<file path="src/rtl/pipe_ctrl_pkg.sv">
// Shared types and constants for the pipeline sequencing controller and the
// pipeline registers it drives.
package pipe_ctrl_pkg;

  typedef enum logic [1:0] {
    ST_RUN    = 2'd0,
    ST_MWAIT  = 2'd1,
    ST_DRAIN  = 2'd2,
    ST_HALTED = 2'd3
  } state_e;

  localparam logic [4:0]  REG_ZERO  = 5'd0;
  // addi x0, x0, 0 -- loaded by if_id / id_ex on a flush
  localparam logic [31:0] NOP_INSTR = 32'h0000_0013;

endpackage

</file>
<file path="src/rtl/pipe_ctrl_hazard_detect.sv">
// Load-use comparator: the load in EX writes a register that the instruction
// in ID is about to read.
module hazard_detect
  import pipe_ctrl_pkg::*;
(
  input  logic       ex_load_i,
  input  logic [4:0] ex_rd_addr_i,
  input  logic [4:0] id_rs1_addr_i,
  input  logic       id_rs1_ren_i,
  input  logic [4:0] id_rs2_addr_i,
  input  logic       id_rs2_ren_i,
  output logic       load_use_stall
);

  // x0 never carries a dependency, so a load targeting it cannot stall
  always_comb begin
    load_use_stall = 1'b0;
    if (ex_load_i && (ex_rd_addr_i != REG_ZERO)) begin
      load_use_stall = (id_rs1_ren_i && (id_rs1_addr_i == ex_rd_addr_i)) ||
                       (id_rs2_ren_i && (id_rs2_addr_i == ex_rd_addr_i));
    end else begin
      load_use_stall = 1'b0;
    end
  end

endmodule

</file>
<file path="src/rtl/pipe_ctrl.sv">
// Front-end sequencing controller: owns every hold/flush/redirect decision for
// the IF -> ID -> EX pipeline, including multi-cycle EX and debug halt.
module pipe_ctrl
  import pipe_ctrl_pkg::*;
#(
  parameter int unsigned DRAIN_CYCLES = 3,
  parameter int unsigned MC_TIMEOUT   = 64,
  parameter int unsigned CNT_W        = 8
) (
  input  logic        clk,
  input  logic        rst_n,
  input  logic        jump_en_i,
  input  logic [31:0] jump_addr_i,
  input  logic [4:0]  id_rs1_addr_i,
  input  logic        id_rs1_ren_i,
  input  logic [4:0]  id_rs2_addr_i,
  input  logic        id_rs2_ren_i,
  input  logic        ex_load_i,
  input  logic [4:0]  ex_rd_addr_i,
  input  logic        mc_req_i,
  input  logic        mc_done_i,
  input  logic        fetch_ready_i,
  input  logic        halt_req_i,
  output logic        halt_ack_o,
  output logic        hold_pc_o,
  output logic        hold_if_id_o,
  output logic        hold_id_ex_o,
  output logic        flush_if_id_o,
  output logic        flush_id_ex_o,
  output logic        jump_en_o,
  output logic [31:0] jump_addr_o,
  output logic        mc_timeout_o
);

  localparam logic [CNT_W-1:0] CNT_ZERO   = {CNT_W{1'b0}};
  localparam logic [CNT_W-1:0] CNT_ONE    = CNT_W'(1);
  localparam logic [CNT_W-1:0] DRAIN_LAST = CNT_W'(DRAIN_CYCLES - 1);
  localparam logic [CNT_W-1:0] MC_LAST    = CNT_W'(MC_TIMEOUT - 1);

  state_e           state_q, state_d;
  logic [CNT_W-1:0] cnt_q, cnt_d;
  logic [CNT_W-1:0] save_q, save_d;
  logic             ret_drain_q, ret_drain_d;
  logic             halt_ack_q, halt_ack_d;
  logic             mc_timeout_q, mc_timeout_d;
  logic             load_use_stall;

  hazard_detect u_hazard_detect (
    .ex_load_i      (ex_load_i),
    .ex_rd_addr_i   (ex_rd_addr_i),
    .id_rs1_addr_i  (id_rs1_addr_i),
    .id_rs1_ren_i   (id_rs1_ren_i),
    .id_rs2_addr_i  (id_rs2_addr_i),
    .id_rs2_ren_i   (id_rs2_ren_i),
    .load_use_stall (load_use_stall)
  );

  // Next-state and combinational hold/flush/redirect outputs
  always_comb begin
    state_d       = state_q;
    cnt_d         = cnt_q;
    save_d        = save_q;
    ret_drain_d   = ret_drain_q;
    halt_ack_d    = halt_ack_q;
    mc_timeout_d  = mc_timeout_q;
    hold_pc_o     = 1'b0;
    hold_if_id_o  = 1'b0;
    hold_id_ex_o  = 1'b0;
    flush_if_id_o = 1'b0;
    flush_id_ex_o = 1'b0;
    jump_en_o     = 1'b0;
    jump_addr_o   = 32'd0;

    if (!rst_n) begin
      state_d = ST_RUN;
      cnt_d   = CNT_ZERO;
    end else begin
      case (state_q)
        ST_RUN: begin
          if (jump_en_i) begin
            jump_en_o     = 1'b1;
            jump_addr_o   = jump_addr_i;
            flush_if_id_o = 1'b1;
            flush_id_ex_o = 1'b1;
          end else if (mc_req_i) begin
            // done in the request cycle means a single-cycle op: nothing to wait for
            if (!mc_done_i) begin
              hold_pc_o    = 1'b1;
              hold_if_id_o = 1'b1;
              hold_id_ex_o = 1'b1;
              cnt_d        = CNT_ZERO;
              ret_drain_d  = 1'b0;
              state_d      = ST_MWAIT;
            end else begin
              state_d = ST_RUN;
            end
          end else if (load_use_stall) begin
            hold_pc_o     = 1'b1;
            hold_if_id_o  = 1'b1;
            flush_id_ex_o = 1'b1;
          end else if (halt_req_i) begin
            cnt_d   = CNT_ZERO;
            state_d = ST_DRAIN;
          end else if (!fetch_ready_i) begin
            hold_pc_o     = 1'b1;
            flush_if_id_o = 1'b1;
          end else begin
            state_d = ST_RUN;
          end
        end

        ST_MWAIT: begin
          if (mc_done_i) begin
            ret_drain_d = 1'b0;
            if (ret_drain_q) begin
              cnt_d   = save_q;
              state_d = ST_DRAIN;
            end else begin
              cnt_d   = CNT_ZERO;
              state_d = ST_RUN;
            end
          end else if (cnt_q == MC_LAST) begin
            // abandon the op: EX is squashed, the front end stays put one more cycle
            hold_pc_o     = 1'b1;
            hold_if_id_o  = 1'b1;
            flush_id_ex_o = 1'b1;
            mc_timeout_d  = 1'b1;
            ret_drain_d   = 1'b0;
            cnt_d         = CNT_ZERO;
            state_d       = ST_RUN;
          end else begin
            hold_pc_o    = 1'b1;
            hold_if_id_o = 1'b1;
            hold_id_ex_o = 1'b1;
            cnt_d        = cnt_q + CNT_ONE;
          end
        end

        ST_DRAIN: begin
          hold_pc_o     = 1'b1;
          flush_if_id_o = 1'b1;
          if (jump_en_i) begin
            jump_en_o     = 1'b1;
            jump_addr_o   = jump_addr_i;
            flush_id_ex_o = 1'b1;
          end else begin
            jump_en_o = 1'b0;
          end
          if (!halt_req_i) begin
            cnt_d   = CNT_ZERO;
            state_d = ST_RUN;
          end else if (mc_req_i && !mc_done_i && !jump_en_i) begin
            // park the drain count while EX finishes its op, then resume draining
            hold_id_ex_o = 1'b1;
            ret_drain_d  = 1'b1;
            save_d       = cnt_q;
            cnt_d        = CNT_ZERO;
            state_d      = ST_MWAIT;
          end else if (cnt_q == DRAIN_LAST) begin
            cnt_d   = CNT_ZERO;
            state_d = ST_HALTED;
          end else begin
            cnt_d = cnt_q + CNT_ONE;
          end
        end

        ST_HALTED: begin
          hold_pc_o     = 1'b1;
          flush_if_id_o = 1'b1;
          if (!halt_req_i) begin
            state_d = ST_RUN;
          end else begin
            state_d = ST_HALTED;
          end
        end

        default: begin
          state_d = ST_RUN;
          cnt_d   = CNT_ZERO;
        end
      endcase
      halt_ack_d = (state_d == ST_HALTED);
    end
  end

  // State, counter and registered status flags
  always_ff @(posedge clk or negedge rst_n) begin
    if (!rst_n) begin
      state_q      <= ST_RUN;
      cnt_q        <= CNT_ZERO;
      save_q       <= CNT_ZERO;
      ret_drain_q  <= 1'b0;
      halt_ack_q   <= 1'b0;
      mc_timeout_q <= 1'b0;
    end else begin
      state_q      <= state_d;
      cnt_q        <= cnt_d;
      save_q       <= save_d;
      ret_drain_q  <= ret_drain_d;
      halt_ack_q   <= halt_ack_d;
      mc_timeout_q <= mc_timeout_d;
    end
  end

  assign halt_ack_o   = halt_ack_q;
  assign mc_timeout_o = mc_timeout_q;

endmodule

</file>
<file path="config.mk">
export PLATFORM = sky130hd
export DESIGN_NAME = pipe_ctrl
export DESIGN_NICKNAME = d
export VERILOG_FILES = /design/src/rtl/pipe_ctrl_pkg.sv /design/src/rtl/pipe_ctrl_hazard_detect.sv /design/src/rtl/pipe_ctrl.sv
export SDC_FILE = /design/constraint.sdc
export NUM_CORES = 1
export LEC_CHECK = 0
export ABC_AREA = 1
export CAP_MARGIN = 20
export CORE_UTILIZATION = 41
export DETAILED_ROUTE_END_ITERATION = 10
export PLACE_DENSITY = 0.83
export REMOVE_ABC_BUFFERS = 1
export SETUP_SLACK_MARGIN = 0.3
export SLEW_MARGIN = 10
export SYNTH_ARGS = -nofsm -noshare
export SYNTH_HDL_FRONTEND = slang
export SYNTH_SLANG_ARGS = --single-unit
</file>
<file path="constraint.sdc">
create_clock -name clk -period 2 [get_ports clk]
set_clock_uncertainty 0.15 [all_clocks]
set_input_delay 0.2 -clock clk [delete_from_list [all_inputs] [get_ports clk]]
set_output_delay 0.2 -clock clk [all_outputs]
set_load 0.01 [all_outputs]
</file>
==> flow_metrics.tcl <==
set metrics [dict create \
    grt_most_used_layer "met2" \
    r2r_start "state_q[0]" \
    routed_via_density 5.718 \
    met1_usage_pct 38.41 \
    path_clk_slew_ns 0.08 \
    yosys.cell_count.top_type "inv_1" \
    clock-sinks 21 \
    antenna_cells 0 \
    synth_warnings 0 \
    postSynthAreaPerCell_um2 6.093 \
    rows 24 \
    clockBufferDepth 2 \
    synthTopCellsByCount "inv_1 (73), nand2_1 (62), nor2_1 (53), nand3_1 (26), dfrtp_1 (21)" \
    grt_max_degree 33 \
    synth_cells 323 \
    synthTopCellsByArea "dfrtp_1 (27%), inv_1 (14%), nand2_1 (12%)" \
    grt_pass1_wl_um 13440 \
    grt_setup_unrepaired "true" \
    min-delay-path-class "reg2reg" \
    worstSetupEndpoint "cnt_q[6]" \
    antenna_left 0 \
    wl_per_cell_um 18.96 \
    cp_max_fo 8 \
    dpl_cell_area_um2 3373 \
    period_share_pct 113.1 \
    initial_core_util_pct 43.99 \
    dieArea_um2 5082 \
    core_um2 4474 \
    grt_antenna_before_repair 0 \
    grt_use_met2_pct 62.22 \
    cts_made_buffers 3 \
    hold_ws_ns 0.3528 \
    grt_pass1_vias 2753 \
    crit_arrival_ns 2.28 \
    die_h_um 71.29 \
    yosysTopAreaCell "dfrtp_1" \
    synth_top_cell_area_share_pct 26.70 \
    nNetsFinal 560 \
    hold_start "mc_timeout_o" \
    crit_path_end_kind "register" \
    track_usage_pct 34.27 \
    synth-seq-cells 21 \
    area_growth_pct 95.49 \
    die_w_um 71.29 \
    ff2ff_setup_slack_ns -0.26 \
    wirelength_um 10370 \
    drt-initial-drc-count 307 \
    ys.flop_type "dfrtp_1" \
    synth-seq-area-share_pct 26.70 \
    drv_cap 0 \
    grt_use_met3_pct 7.736 \
    setup_ws_ns -0.2612 \
    synthArstFlopShare_pct 100.0 \
    critical_path_class "reg2reg" \
    cp.required_ns 2.02 \
    report.final.slew_viol_count 0 \
    crit_path_start_kind "register" \
    rr_worst_depth 9 \
    finalCriticalPeriod_ns 2.261 \
    p_leak_nw 2.077 \
    first_pass_iters 11 \
    gp_congestion 0.9741 \
    synth_cell_type_count 34 \
    status "finished with violations" \
    stdcell_area_um2 3847 \
    fmax_ghz 0.4423 \
    critPathLaunch "state_q[0]" \
    clkLatencyLatePin_ns 0.27 \
    gr-total-overflow 0 \
    htree_levels 1 \
    reg2reg_to "cnt_q[6]" \
    ios 97 \
    post-dp-hpwl_um 5570 \
    violations "design-rule violations, negative setup slack" \
    root_buffer "clkbuf_8" \
    power.density_nw_per_um2 874.3 \
    peakVddDrop_mv 0.8301 \
    cts_tree "done" \
    finalSetupViolCount 47 \
    io_buffer_count 96 \
    synth-edff-count 0 \
    slew_headroom_pct 69.38 \
    worst_slew_pin_slew_ns 0.4558 \
    hold_viol_final 0 \
    vias 3128 \
    drc_errors 13 \
    synth_area_um2 1968 \
    layout-drive-gt1-share_pct 40.61 \
]
## repair_timing
action / in CTS / in global routing
cloned: 1 / 2
setup buffers: 9 / 13
endpoints found under the setup margin: 59 / 59
resized for setup: 247 / 42
hold buffers: 0 / 0
pin swaps: 36 / 18
## cell usage in the layout (no fill, tap or decap), types with 10 or more instances in the layout
cell / netlist / final
buf_2: 4 / 35
buf_4: 0 / 58
buf_6: 0 / 18
clkdlybuf4s50_1: 0 / 45
dfrtp_1: 21 / 21
dlygate4sd2_1: 0 / 13
inv_1: 73 / 64
nand2_1: 62 / 49
nand2_2: 5 / 12
nand3_1: 26 / 24
nor2_1: 53 / 41
nor2_2: 4 / 10
o21ai_2: 0 / 10
## flip-flops by register name, summed over array words and instances, names as in the netlist
register      flops
cnt_q             8
halt_ack_o        1
mc_timeout_o      1
ret_drain_q       1
save_q            8
state_q           2
## cell type report
cell class              instances  area, µm²
well taps                      52      65.06
multi-input cells             221       1443
inverters                      76      302.8
fillers                       235      626.9
flip-flops and latches         21      525.5
clock inverters                 1      5.005
repair buffers                173       1465
clock buffers                   3      41.29
## cell families (layout without fill, tap and decap cells)
| group | count (synthesis) | after routing | share of synthesized area, % |
|---|---|---|---|
| AND/OR/NAND/NOR | 170 | 170 | 38.97 |
| buffers and inverters | 81 | 253 | 15.70 |
| AO/OA/AOI/OAI | 41 | 41 | 12.72 |
| flip-flops | 21 | 21 | 26.70 |
| adder cells (fa/ha/maj) | 7 | 7 | 4.450 |
| XOR/XNOR | 2 | 2 | 0.8902 |
| multiplexers | 1 | 1 | 0.5721 |
## stage by stage
stage               power (W)  TNS (ns)  setup slack, ns  std cells  util, %
global route         0.003457    -5.605          -0.2624        547    85.99
CTS                  0.002813   -0.3300          -0.1176        532    80.12
finish               0.003364    -4.979          -0.2612        547    85.99
floorplan            0.001235    -2.141         -0.06690        318        -
global placement     0.002093    -10.32          -0.4031        518    75.39
detailed placement   0.002126    -11.25          -0.4810        518    75.39
## worst min-delay path by stage
stage	cells past startpoint	end	slack (ns)
after floorplan	0	cnt_q[0]	-0.25
after detailed placement	1	mc_timeout_o	0.31
after CTS	1	mc_timeout_o	0.35
after global placement	1	mc_timeout_o	0.31
final	1	mc_timeout_o	0.35
after global routing	2	save_q[3]	0.38
## worst max-delay path, cell delays in order, from the launching register on
cell      delay (ns)
dfrtp_1         0.41
inv_2           0.10
ha_4            0.20
buf_8           0.14
inv_8           0.07
nor2_4          0.06
buf_4           0.16
a211oi_4        0.34
nand4_4         0.26
o21ai_2         0.27
## routing by layer
| layer | wire, µm | vias up |
|---|---|---|
| met5 | 0 | - |
| met2 | 4882 | 295 |
| met3 | 1253 | 87 |
| met4 | 814 | 0 |
| li1 | - | 1340 |
| met1 | 3419 | 1406 |
## power breakdown
part / leakage [nW] / switching (W) / internal (W)
Combinational: 1.76 / 0.00138 / 0.00120
Clock: 0.0255 / 0.000153 / 0.000139
Sequential: 0.288 / 0.0000298 / 0.000465
Total: 2.08 / 0.00156 / 0.00180
Note: power is estimated with default switching activity, not from simulation.
